<file path="config.mk">
export PLATFORM = sky130hd
export DESIGN_NAME = mmio_uart_tx_flat
export DESIGN_NICKNAME = d
export VERILOG_FILES = /design/src/rtl/mmio_pkg.sv /design/src/rtl/mmio_uart_tx_if.sv /design/src/rtl/sync_fifo.sv /design/src/rtl/mmio_uart_tx.sv /design/src/flat_wrapper.sv
export SDC_FILE = /design/constraint.sdc
export NUM_CORES = 1
export LEC_CHECK = 0
export ABC_AREA = 1
export BUFFER_PORTS_ARGS = -buffer_cell sky130_fd_sc_hd__buf_2
export CORE_MARGIN = 4
export CORE_UTILIZATION = 30
export DETAILED_ROUTE_END_ITERATION = 16
export SYNTH_ARGS = -nofsm -noshare
export SYNTH_HDL_FRONTEND = slang
export SYNTH_SLANG_ARGS = --single-unit
</file>
<file path="constraint.sdc">
create_clock -name clk -period 5.1 [get_ports clk]
set_input_delay 0.51 -clock clk [delete_from_list [all_inputs] [get_ports clk]]
set_output_delay 0.51 -clock clk [all_outputs]
set_load 0.01 [all_outputs]
</file>
<file path="src/rtl/mmio_pkg.sv">
// Shared definitions for the memory-mapped UART transmitter: register map,
// STATUS bit layout and serializer states.
package mmio_pkg;

  localparam logic [3:0] TXDATA_OFS = 4'h0;
  localparam logic [3:0] STATUS_OFS = 4'h4;

  localparam int STAT_BUSY      = 0;
  localparam int STAT_FULL      = 1;
  localparam int STAT_EMPTY     = 2;
  localparam int STAT_OVF       = 3;
  localparam int STAT_COUNT_LSB = 4;

  typedef enum logic [1:0] {
    IDLE  = 2'd0,
    START = 2'd1,
    DATA  = 2'd2,
    STOP  = 2'd3
  } tx_state_e;

endpackage

</file>
<file path="src/rtl/mmio_uart_tx_if.sv">
// CPU data-memory bus as seen by an MMIO responder.
// Handshake: there is no backpressure. A store is write_enable high for one
// cycle and is taken at that rising edge when sel is high; sel and read_data
// are combinational on the current address.
interface mmio_uart_tx_if;
  logic [31:0] address_to_mem;
  logic [31:0] data_to_mem;
  logic        write_enable;
  logic        sel;
  logic [31:0] read_data;

  modport master (
    output address_to_mem, data_to_mem, write_enable,
    input  sel, read_data
  );

  modport slave (
    input  address_to_mem, data_to_mem, write_enable,
    output sel, read_data
  );
endinterface

</file>
<file path="src/rtl/sync_fifo.sv">
// Single-clock FIFO with occupancy count; a push on a full FIFO is accepted
// only when a pop happens in the same cycle.
module sync_fifo #(
  parameter int WIDTH = 8,
  parameter int DEPTH = 4
) (
  input  logic                       clk,
  input  logic                       rst_n,
  input  logic                       push,
  input  logic [WIDTH-1:0]           push_data,
  input  logic                       pop,
  output logic [WIDTH-1:0]           pop_data,
  output logic                       full,
  output logic                       empty,
  output logic [$clog2(DEPTH):0]     count
);

  localparam int AW = $clog2(DEPTH);
  localparam int CW = AW + 1;

  logic [WIDTH-1:0] mem [DEPTH];
  logic [AW-1:0]    wr_ptr;
  logic [AW-1:0]    rd_ptr;
  logic             push_ok;
  logic             pop_ok;

  assign full     = (count == CW'(DEPTH));
  assign empty    = (count == '0);
  assign pop_ok   = pop && !empty;
  assign push_ok  = push && (!full || pop_ok);
  assign pop_data = mem[rd_ptr];

  always_ff @(posedge clk) begin
    if (push_ok) mem[wr_ptr] <= push_data;
  end

  always_ff @(posedge clk or negedge rst_n) begin
    if (!rst_n) begin
      wr_ptr <= '0;
      rd_ptr <= '0;
      count  <= '0;
    end else begin
      if (push_ok) wr_ptr <= wr_ptr + AW'(1);
      if (pop_ok)  rd_ptr <= rd_ptr + AW'(1);
      case ({push_ok, pop_ok})
        2'b10:   count <= count + CW'(1);
        2'b01:   count <= count - CW'(1);
        default: count <= count;
      endcase
    end
  end

endmodule

</file>
<file path="src/rtl/mmio_uart_tx.sv">
// MMIO UART transmitter: stores to TXDATA queue bytes, STATUS reports state,
// and an 8N1 serializer drains the queue with no gap between frames.
module mmio_uart_tx
  import mmio_pkg::*;
#(
  parameter logic [31:0] BASE_ADDR    = 32'hFFFF_FF00,
  parameter int          CLKS_PER_BIT = 16,
  parameter int          FIFO_DEPTH   = 4
) (
  input  logic             clk,
  input  logic             reset,
  mmio_uart_tx_if.slave    bus,
  output logic             tx,
  output tx_state_e        dbg_state
);

  localparam int TW = $clog2(CLKS_PER_BIT);
  localparam int CW = $clog2(FIFO_DEPTH) + 1;

  tx_state_e      state, state_n;
  logic [TW-1:0]  bit_cnt, bit_cnt_n;
  logic [2:0]     bit_idx, bit_idx_n;
  logic [7:0]     shreg, shreg_n;
  logic           pop;
  logic           bit_done;
  logic           ovf;
  logic           ovf_set;
  logic           wr_txdata;
  logic           wr_status;
  logic [3:0]     ofs;
  logic [7:0]     pop_data;
  logic           full, empty;
  logic [CW-1:0]  count;
  logic [31:0]    status;
  logic           unused_bus_bits;

  assign unused_bus_bits = ^{bus.data_to_mem[31:8], bus.address_to_mem[1:0]};

  assign ofs       = {bus.address_to_mem[3:2], 2'b00};
  assign bus.sel   = (bus.address_to_mem[31:4] == BASE_ADDR[31:4]);
  assign wr_txdata = bus.write_enable && bus.sel && (ofs == TXDATA_OFS);
  assign wr_status = bus.write_enable && bus.sel && (ofs == STATUS_OFS);
  // Drop happens only when no pop frees a slot in this same cycle.
  assign ovf_set   = wr_txdata && full && !pop;

  sync_fifo #(.WIDTH(8), .DEPTH(FIFO_DEPTH)) u_fifo (
    .clk       (clk),
    .rst_n     (reset),
    .push      (wr_txdata),
    .push_data (bus.data_to_mem[7:0]),
    .pop       (pop),
    .pop_data  (pop_data),
    .full      (full),
    .empty     (empty),
    .count     (count)
  );

  always_ff @(posedge clk or negedge reset) begin
    if (!reset) begin
      state   <= IDLE;
      bit_cnt <= '0;
      bit_idx <= '0;
      shreg   <= '0;
      ovf     <= 1'b0;
    end else begin
      state   <= state_n;
      bit_cnt <= bit_cnt_n;
      bit_idx <= bit_idx_n;
      shreg   <= shreg_n;
      if (ovf_set)                                ovf <= 1'b1;
      else if (wr_status && bus.data_to_mem[STAT_OVF]) ovf <= 1'b0;
    end
  end

  assign bit_done = (bit_cnt == TW'(CLKS_PER_BIT - 1));

  always_comb begin
    state_n   = state;
    bit_cnt_n = bit_done ? '0 : bit_cnt + TW'(1);
    bit_idx_n = bit_idx;
    shreg_n   = shreg;
    pop       = 1'b0;
    case (state)
      IDLE: begin
        bit_cnt_n = '0;
        if (!empty) begin
          pop     = 1'b1;
          shreg_n = pop_data;
          state_n = START;
        end
      end
      START: begin
        if (bit_done) begin
          bit_idx_n = '0;
          state_n   = DATA;
        end
      end
      DATA: begin
        if (bit_done) begin
          shreg_n   = {1'b0, shreg[7:1]};
          bit_idx_n = bit_idx + 3'd1;
          if (bit_idx == 3'd7) state_n = STOP;
        end
      end
      STOP: begin
        // Reload straight from the stop bit so consecutive frames abut.
        if (bit_done) begin
          if (!empty) begin
            pop     = 1'b1;
            shreg_n = pop_data;
            state_n = START;
          end else begin
            state_n = IDLE;
          end
        end
      end
      default: state_n = IDLE;
    endcase
  end

  always_comb begin
    tx = 1'b1;
    case (state)
      START:   tx = 1'b0;
      DATA:    tx = shreg[0];
      default: tx = 1'b1;
    endcase
  end

  assign dbg_state = state;

  always_comb begin
    status                          = '0;
    status[STAT_BUSY]               = (state != IDLE) || !empty;
    status[STAT_FULL]               = full;
    status[STAT_EMPTY]              = empty;
    status[STAT_OVF]                = ovf;
    status[STAT_COUNT_LSB +: 4]     = 4'(count);
  end

  always_comb begin
    bus.read_data = '0;
    if (bus.sel && (ofs == STATUS_OFS)) bus.read_data = status;
  end

endmodule

</file>
<file path="src/flat_wrapper.sv">
// flat-port wrapper written by rule: the top's interface ports become plain ports
module mmio_uart_tx_flat import mmio_pkg::*;
#(
  parameter logic [31:0] BASE_ADDR    = 32'hFFFF_FF00,
  parameter int          CLKS_PER_BIT = 16,
  parameter int          FIFO_DEPTH   = 4
)
  (clk, reset, tx, dbg_state, bus_address_to_mem, bus_data_to_mem, bus_write_enable, bus_sel, bus_read_data);
  mmio_uart_tx_if bus_i ();
  input  logic clk;
  input  logic reset;
  output logic tx;
  output tx_state_e dbg_state;
  input wire logic [$bits(bus_i.address_to_mem)-1:0] bus_address_to_mem;
  input wire logic [$bits(bus_i.data_to_mem)-1:0] bus_data_to_mem;
  input wire logic [$bits(bus_i.write_enable)-1:0] bus_write_enable;
  output wire logic [$bits(bus_i.sel)-1:0] bus_sel;
  output wire logic [$bits(bus_i.read_data)-1:0] bus_read_data;
  assign bus_i.address_to_mem = bus_address_to_mem;
  assign bus_i.data_to_mem = bus_data_to_mem;
  assign bus_i.write_enable = bus_write_enable;
  assign bus_sel = bus_i.sel;
  assign bus_read_data = bus_i.read_data;
  mmio_uart_tx #(.BASE_ADDR(BASE_ADDR), .CLKS_PER_BIT(CLKS_PER_BIT), .FIFO_DEPTH(FIFO_DEPTH)) u_core (.clk(clk), .reset(reset), .bus(bus_i), .tx(tx), .dbg_state(dbg_state));
endmodule
</file>
==> flow_summary.yaml, run 1 <==
status:
  status: "complete, no violations"
worst_setup_path:
  worstPathArrival_ns: 2.20
  cp_max_fo: 12
  cp_data_required_time_ns: 4.59
  rrSetupSlack_ns: 2.51
  startpoint_type: "register"
  r2r-end: "u_core.u_fifo.count[2]$_DFFE_PN0P_"
  endpoint_kind: "primary output"
  cp_common_cell: "inv_1"
  criticalPathCategory: "reg2out"
  critPathMaxStageDelay_ns: 0.46
  r2r-start: "u_core.dbg_state[0]$_DFFE_PN0P_"
  endpoint: "tx"
  cp_slowest_cell: "dfrtp_1"
  reg2reg_depth: 13
  worstPathCellList: "inv_1, ha_1, inv_1, nand2_1, o21ai_0, buf_2"
  startpoint: "u_core.dbg_state[0]$_DFFE_PN0P_"
synthesis:
  synthFlopType: "edfxtp_1"
  synthMuxAreaShare_pct: 0
  synth-xor-area-share_pct: 1.42
  synth-edff-count: 32
  synth.area.top_cells: "edfxtp_1 (31%), dfrtp_1 (20%), nand2_1 (11%)"
  yosys.area_share.simple_pct: 26.5
  yosysTopAreaCellShare_pct: 31.1
  ys_seq_elements: 57
  synth_fa_ha_area_share_pct: 5.50
  syn_avg_cell_area_sq_um: 9.37
  yosys.area.top_type: "edfxtp_1"
  synth_cell_type_count: 30
  synth.cells.most_frequent: "nand2_1 (92), edfxtp_1 (32), buf_4 (27), inv_1 (27), nand3_1 (27)"
  synth.yosys.seq_area_share_pct: 51.3
  synth_compound_area_share_pct: 4.01
  synth_top_family_by_area: "simple AND/OR/NAND/NOR gates"
  synth.cell_area_sq_um: 3090
  ys_warn_count: 0
  ys_async_sr_fraction_pct: 43.9
  synth_most_common_cell: "nand2_1"
  syn_inst: 330
floorplan:
  initial_core_util_pct: 31.2
  ios: 103
  rows: 36
  coreArea_sq_um: 9910
  die_x_um: 110
  die_h_um: 110
  die_area_sq_um: 12000
global_route:
  grt_pass1_vias: 2192
  grt_max_degree: 26
  antenna_found_initial: 0
  grt_pass1_wl_mm: 10.2
  grt-ovfl-total: 0
  grt_usage_pct: 10.9
sta:
  finClkSkew_ns: 0.00793
  slew_violations: 0
  timing.final.crit_share_pct: 53.1
  rsz0062_at_grt: "no"
  finalHoldViolCount: 0
  fmax_ghz: 0.369
  tightest_slew_ns: 0.566
  relSlewSlack_pct: 62.3
  worst_slack_ns: 2.39
  finalSetupViolations: 0
  setup-tns-final_ns: 0
  period_needed_ns: 2.71
power_and_ir_drop:
  pwr-share-seq_pct: 50.3
  irDropWorstVdd_mv: 0.104
  p_switching_uw: 197
  p_int_uw: 771
  clockPowerShare_pct: 45.9
  cellPowerDensity_nw_per_um2: 270
  swShare_pct: 20.3
  total_leakage_power_uw: 0.00172
  total_power_uw: 968
  pwr-share-comb_pct: 3.8
detailed_routing:
  first_iter_violations: 120
  vias: 2232
  wl_per_cell_um: 11.5
  viasPerCell: 4.28
  ant_nets: 0
  remaining_drc_errors: 0
  firstDrtPassIters: 4
  drt-total-wl_mm: 5.98
finish:
  drive_gt1_share_pct: 23.9
  num_antenna_cells: 0
  final_util_pct: 36.2
  syn2layout_area_growth_pct: 16.0
  final_nets: 465
min_path:
  worstHoldPathType: "in2async"
cts:
  cts_tree: "yes"
  h-tree-depth: 3
  clk_latency_ns: 0.33
  cts_sinks: 57
  cts_buffers: 9
  clk_pin_slew_ns: 0.06
  cts_root_buffer: "clkbuf_8"
  clk_path_buf_depth: 2
  postCtsSetupBuffers: 0
  hold_buffers: 0
  postCtsResizedCells: 0
place:
  portBuffers: 51
  hpwl_mm: 4.41
  dp_slack_ns: 2.49
  place.gp.congestion: 0.751
flow_run:
  cap_viol_max_count: 0
==> sequential cells by signal, indices dropped and copies added (netlist names) <==
| register | flops |
|---|---|
| u_core.u_fifo.mem | 32 |
| u_core.bit_cnt | 4 |
| u_core.bit_idx | 3 |
| u_core.shreg | 8 |
| u_core.ovf | 1 |
| u_core.u_fifo.rd_ptr | 2 |
| u_core.dbg_state | 2 |
| u_core.u_fifo.wr_ptr | 2 |
| u_core.u_fifo.count | 3 |
==> cells by family after synthesis <==
logic type / after synthesis
other cells: 1
simple gates: 168
flops: 57
xor+xnor: 5
compound gates: 23
buf+inv: 63
fa+ha+maj: 13
==> critical path: cells and delay by family (launching register included) <==
family          cells  cell delay [ns]
simple gates        1             0.21
flops               1             0.46
compound gates      1             0.11
buf+inv             3             0.63
fa+ha+maj           1             0.45
==> cell type report <==
type / count / area [sq um]
timing repair buffer: 51 / 255
inverter: 32 / 121
tap: 133 / 166
sequential: 57 / 1590
multi-input combinational: 234 / 1250
clock inverter: 6 / 82.6
fill: 1028 / 6320
clock buffer: 9 / 124
==> layer usage <==
layer | routed length [um] | global-route usage (%) | share of wire (%)
met4 | 69 | 5.25 | 1.2
met2 | 2910 | 18.4 | 49
met3 | 405 | 2.06 | 6.8
met1 | 2600 | 13.4 | 43
met5 | 0 | 0 | 0
==> power by group through the flow <==
stage	Combinational, uW	Clock (uW)	Sequential, uW
6_report	36.6	444	487
5_1_grt	42.9	476	487
4_1_cts	36.8	451	487
3_5_place_dp	36.8	0	497
3_3_place_gp	35.7	0	497
2_1_floorplan	28.1	0	497
==> per-stage QoR <==
| step | area [sq um] | hold WS (ns) | instances |
|---|---|---|---|
| final | 3590 | 0.169 | 522 |
| after global routing | 3590 | 0.208 | 522 |
| after CTS | 3590 | 0.186 | 522 |
| after detailed placement | 3380 | 0.463 | 507 |
| after global placement | 3380 | 0.450 | 507 |
| after floorplan | 3180 | 0.214 | 354 |
==> worst min-delay path by stage <==
stage                                     start                           to  slack [ns]
floorplan                                 reset  u_core.bit_cnt[0]$_DFF_PN0_        0.21
global placement    u_core.bit_cnt[0]$_DFF_PN0_  u_core.bit_cnt[0]$_DFF_PN0_        0.45
detailed placement       u_core.ovf$_DFFE_PN0P_       u_core.ovf$_DFFE_PN0P_        0.46
CTS                                       reset  u_core.shreg[1]$_DFFE_PN0P_        0.19
global route                              reset  u_core.shreg[1]$_DFFE_PN0P_        0.21
finish                                    reset  u_core.shreg[1]$_DFFE_PN0P_        0.17
==> layout by cell type (no fill, tap or decap), drive strengths merged <==
cell type	Yosys	routed
a21oi	2	2
buf	31	51
bufinv	0	2
clkbuf	0	9
clkinv	1	4
conb	1	25
dfrtp	25	25
edfxtp	32	32
fa	1	1
ha	12	12
inv	31	32
nand2	99	99
nand3	32	32
nand4	3	3
nor2	32	32
nor3	1	1
nor3b	1	1
o21ai	19	19
o221ai	1	1
o22ai	1	1
xnor2	1	1
xor2	4	4
No activity file was read; power rests on OpenSTA's default activity.
==> run 2, diff against run 1 <==
Clock period 5.1 ns to 2.5 ns, I/O delays scaled along.
==> flow_summary.yaml, run 2 (synthesis gave the netlist of run 1 again) <==
floorplan:
  rows: 36
  coreArea_sq_um: 9910
  die_h_um: 110
  die_area_sq_um: 12000
  die_x_um: 110
  ios: 103
  initial_core_util_pct: 31.2
detailed_routing:
  drt-total-wl_mm: 6.01
  vias: 2266
  ant_nets: 0
  wl_per_cell_um: 11.4
  first_iter_violations: 75
  remaining_drc_errors: 0
  firstDrtPassIters: 4
  viasPerCell: 4.28
finish:
  fin_area_sq_um: 3650
  largest_reg_flops: 32
  num_antenna_cells: 0
  nFillCells: 1022
  reg_top3: "u_core.u_fifo.mem: 32 flops, u_core.shreg: 8 flops, u_core.bit_cnt: 4 flops"
  final_cell_mix: "nand2_1 (92), buf_2 (51), edfxtp_1 (32), inv_1 (27), nand3_1 (27)"
  syn2layout_area_growth_pct: 18.2
  regArea_sq_um: 1590
  layout.cells.non_filler: 529
  multi_input_area_sq_um: 1260
  final_common_cell: "nand2_1"
  largest-register: "u_core.u_fifo.mem"
  final_nets: 471
  drive_gt1_share_pct: 26.0
sta:
  fmax_ghz: 0.427
  finalSetupViolations: 0
  tightest_slew_ns: 0.581
  relSlewSlack_pct: 61.3
  rsz0062_at_grt: "yes"
  finClkSkew_ns: 0.00664
  slew_violations: 0
  finalHoldViolCount: 0
  period_needed_ns: 2.34
  timing.final.crit_share_pct: 93.8
cts:
  clk_latency_ns: 0.33
  cts_buffers: 9
  clk_pin_slew_ns: 0.07
  cts_sinks: 57
  cts_root_buffer: "clkbuf_8"
  h-tree-depth: 3
  cts_tree: "yes"
  clk_path_buf_depth: 2
place:
  hpwl_mm: 4.44
  portBuffers: 51
  dpl.cell_count: 510
  place_area_sq_um: 3400
  place.gp.congestion: 0.751
power_and_ir_drop:
  total_leakage_power_uw: 0.00175
  cellPowerDensity_nw_per_um2: 551
  irDropWorstVdd_mv: 0.197
  total_power_uw: 2010
global_route:
  antenna_found_initial: 0
  grt_usage_pct: 10.7
  grt_pass1_wl_mm: 9.84
  grt-ovfl-total: 0
  grt_max_degree: 26
  grt_pass1_vias: 2088
worst_setup_path:
  endpoint_kind: "register"
  worstPathArrival_ns: 2.56
  critPathMaxStageDelay_ns: 0.40
  cp_max_fo: 5
  cp_slowest_cell: "dfrtp_1"
  startpoint_type: "register"
  cp_data_required_time_ns: 2.71
  worstPathCellList: "buf_4, ha_1, nor2_2, nor2_4, nand3_4, nand2_4, nand3_4, ha_1, inv_1, fa_1, a21oi_1, o21ai_0, xor2_1"
  criticalPathCategory: "reg2reg"
min_path:
  worstHoldPathType: "in2reg"
status:
  status: "complete, no violations"
flow_run:
  cap_viol_max_count: 0
[run 2: cell types whose count changed in the layout (fill, tap and decap cells not counted)]
cell,before,now
clkinvlp_4,0,2
nor2_2,5,6
buf_4,0,5
ha_2,0,2
clkinv_1,1,0
nor2_1,24,23
ha_1,12,10
dlygate4sd3_1,0,1
[run 2: worst max-delay path: cells and delay by family, from the launching register on]
family	cells	cell delay (ns)
xor gates and xnor gates	1	0.15
buffers and inverters	2	0.21
adders and majority gates	3	0.76
and+or+nand+nor	5	0.46
AOI/OAI and AO/OA	2	0.25
DFF	1	0.40
[run 2: per-stage QoR]
stage / hold WS, ns / worst slack [ns] / setup TNS [ns] / utilization, %
floorplan: -0.0456 / 0.126 / 0 / -
CTS: 0.110 / 0.0798 / 0 / 36.6
global route: 0.0984 / -0.0326 / -0.0326 / 36.9
finish: 0.128 / 0.156 / 0 / 36.9
global placement: 0.284 / 0.166 / 0 / 34.3
detailed placement: 0.287 / 0.125 / 0 / 34.3
[run 2: routing by layer]
metal  track usage (%)  share of wire (%)  routed length [um]
met3              2.82                7.9                 473
met1              12.8                 43                2580
met4              5.61                1.3                  76
met2              17.7                 48                2890
met5                 0                  0                   0
[run 2: report_power, final]
group | internal [uW] | total (uW) | switching (uW)
sequential | 994 | 994 | 0.00000345
combinational | 28.7 | 76.3 | 47.7
clock | 560 | 943 | 382
[run 2: area by class of cell]
class / instances / area share, %
multi-input cells: 234 / 34.5
clock inverters: 7 / 2.57
repair buffers: 57 / 8.29
flip-flops and latches: 57 / 43.4
clock buffers: 9 / 3.39
well taps: 133 / 4.55
inverters: 32 / 3.32
[run 2: path summary, 6_finish.rpt]
kind	slack, ns	depth (start not counted)	to	from
worst min register to register	0.46	1	u_core.bit_cnt[0]$_DFF_PN0_	u_core.bit_cnt[0]$_DFF_PN0_
max in group asynchronous	1.65	2	u_core.bit_cnt[3]$_DFF_PN0_	reset
worst max register to register	0.16	13	u_core.u_fifo.count[2]$_DFFE_PN0P_	u_core.dbg_state[0]$_DFFE_PN0P_
min in group asynchronous	0.46	2	u_core.shreg[7]$_DFFE_PN0P_	reset
worst min-delay path	0.13	1	u_core.u_fifo.mem[1][6]$_DFFE_PP_	bus_data_to_mem[6]
worst max-delay path	0.16	13	u_core.u_fifo.count[2]$_DFFE_PN0P_	u_core.dbg_state[0]$_DFFE_PN0P_
[run 2: what timing repair did]
item | 4_1_cts | 5_1_grt
setup endpoints to repair | 0 | 2
hold endpoints to repair | 25 | 0
hold buffers | 1 | 0
buffers inserted | 0 | 2
resized for setup | 0 | 3
==> run 3, diff against run 2 <==
Settings changed: CELL_PAD_IN_SITES_DETAIL_PLACEMENT from default to 2, CELL_PAD_IN_SITES_GLOBAL_PLACEMENT from default to 2, PLACE_DENSITY_LB_ADDON from default to 0.1.
==> flow_summary.yaml, run 3 (synthesis gave the netlist of run 1 again) <==
place:
  hpwl_mm: 5.73
  dpl.cell_count: 519
  portBuffers: 51
  place.gp.congestion: 0.750
  dp_slack_ns: 0.0527
cts:
  cts_tree: "yes"
  clk_path_buf_depth: 2
  clk_pin_slew_ns: 0.07
  cts_root_buffer: "clkbuf_8"
  cts_sinks: 57
  h-tree-depth: 3
  clk_latency_ns: 0.33
  cts_buffers: 9
sta:
  finalSetupViolations: 0
  period_needed_ns: 2.42
  holdWs_ns: 0.126
  timing.final.crit_share_pct: 96.9
  fmax_ghz: 0.413
  slew_violations: 0
  tightest_slew_ns: 0.629
  finalHoldViolCount: 0
  finClkSkew_ns: 0.00769
  worst_slack_ns: 0.0785
  relSlewSlack_pct: 58.0
worst_setup_path:
  cp_slowest_cell: "dfrtp_1"
  worstPathCellList: "buf_4, ha_2, nor2_2, nor2_4, nand3_4, nand2_4, nand3_4, ha_1, inv_1, fa_2, a21oi_2, o21ai_0, xor2_1"
  r2r-start: "u_core.dbg_state[0]$_DFFE_PN0P_"
  critPathMaxStageDelay_ns: 0.41
  cp_data_required_time_ns: 2.71
  cp_common_cell: "nand3_4"
  startpoint: "u_core.dbg_state[0]$_DFFE_PN0P_"
  startpoint_type: "register"
  worstPathArrival_ns: 2.63
  cp_num_buf_inv: 2
  endpoint_kind: "register"
  criticalPathCategory: "reg2reg"
  cp_top_family: "adder cells"
  cp_max_fo: 5
power_and_ir_drop:
  total_power_uw: 1970
  total_leakage_power_uw: 0.00179
  irDropWorstVdd_mv: 0.265
  cellPowerDensity_nw_per_um2: 530
floorplan:
  initial_core_util_pct: 31.2
  die_h_um: 110
  die_x_um: 110
  rows: 36
  coreArea_sq_um: 9910
  die_area_sq_um: 12000
  ios: 103
finish:
  final_common_cell: "nand2_1"
  drive_gt1_share_pct: 28.5
  syn2layout_area_growth_pct: 20.0
  largest-register: "u_core.u_fifo.mem"
  final_cell_mix: "nand2_1 (92), buf_2 (51), edfxtp_1 (32), nand3_1 (27), inv_1 (26)"
  reg_top3: "u_core.u_fifo.mem: 32 flops, u_core.shreg: 8 flops, u_core.bit_cnt: 4 flops"
  layout.cells.non_filler: 537
  num_antenna_cells: 0
  final_nets: 479
  largest_reg_flops: 32
status:
  status: "complete, no violations"
detailed_routing:
  firstDrtPassIters: 3
  drt-total-wl_mm: 7.58
  first_iter_violations: 74
  wl_per_cell_um: 14.1
  remaining_drc_errors: 0
  viasPerCell: 4.37
  ant_nets: 0
  vias: 2348
global_route:
  grt-ovfl-total: 0
  grt_pass1_wl_mm: 12.4
  grt_pass1_vias: 2575
  grt_max_degree: 26
  antenna_found_initial: 0
  grt_usage_pct: 13.7
flow_run:
  cap_viol_max_count: 0
min_path:
  min_from: "bus_data_to_mem[4]"
  worstHoldPathType: "in2reg"
run 3: path summary, 6_finish.rpt:
check,end,slack (ns),cells after the start
min,u_core.u_fifo.mem[0][4]$_DFFE_PP_,0.13,1
max in group asynchronous,u_core.dbg_state[1]$_DFFE_PN0P_,1.59,2
min reg2reg,u_core.bit_cnt[0]$_DFF_PN0_,0.46,1
max reg2reg,u_core.u_fifo.count[2]$_DFFE_PN0P_,0.08,13
max,u_core.u_fifo.count[2]$_DFFE_PN0P_,0.08,13
min in group asynchronous,u_core.shreg[5]$_DFFE_PN0P_,0.47,2
run 3: layout make-up:
type                       count  area [sq um]
sequential                    57          1590
clock buffer                   9           124
multi-input combinational    234          1260
tap                          133           166
inverter                      32           121
timing repair buffer          65           363
fill                        1141          6200
clock inverter                 7          82.6
run 3: per-layer routing:
layer	GRT usage (%)	wire length, um
met1	15.0	3040
met2	25.0	4110
met3	4.05	334
met4	5.08	86
met5	0	0
run 3: what timing repair did:
action,in CTS,in global routing
endpoints found under the setup margin,0,2
gates resized for setup,0,7
hold buffers,1,0
buffers inserted,0,1
endpoints found under the hold margin,25,0
run 3: power by group:
part           internal, uW  total (uW)  switching [uW]
Clock                   479         896             417
Combinational          28.6        77.4            48.8
Sequential              993         993      0.00000395
run 3: stage by stage:
step | cell area, sq um | utilization (%) | TNS [ns]
6_report | 3710 | 37.4 | 0
5_1_grt | 3710 | 37.4 | -0.0579
4_1_cts | 3690 | 37.2 | 0
3_5_place_dp | 3470 | 35.0 | 0
3_3_place_gp | 3470 | 35.0 | 0
2_1_floorplan | 3180 | - | 0
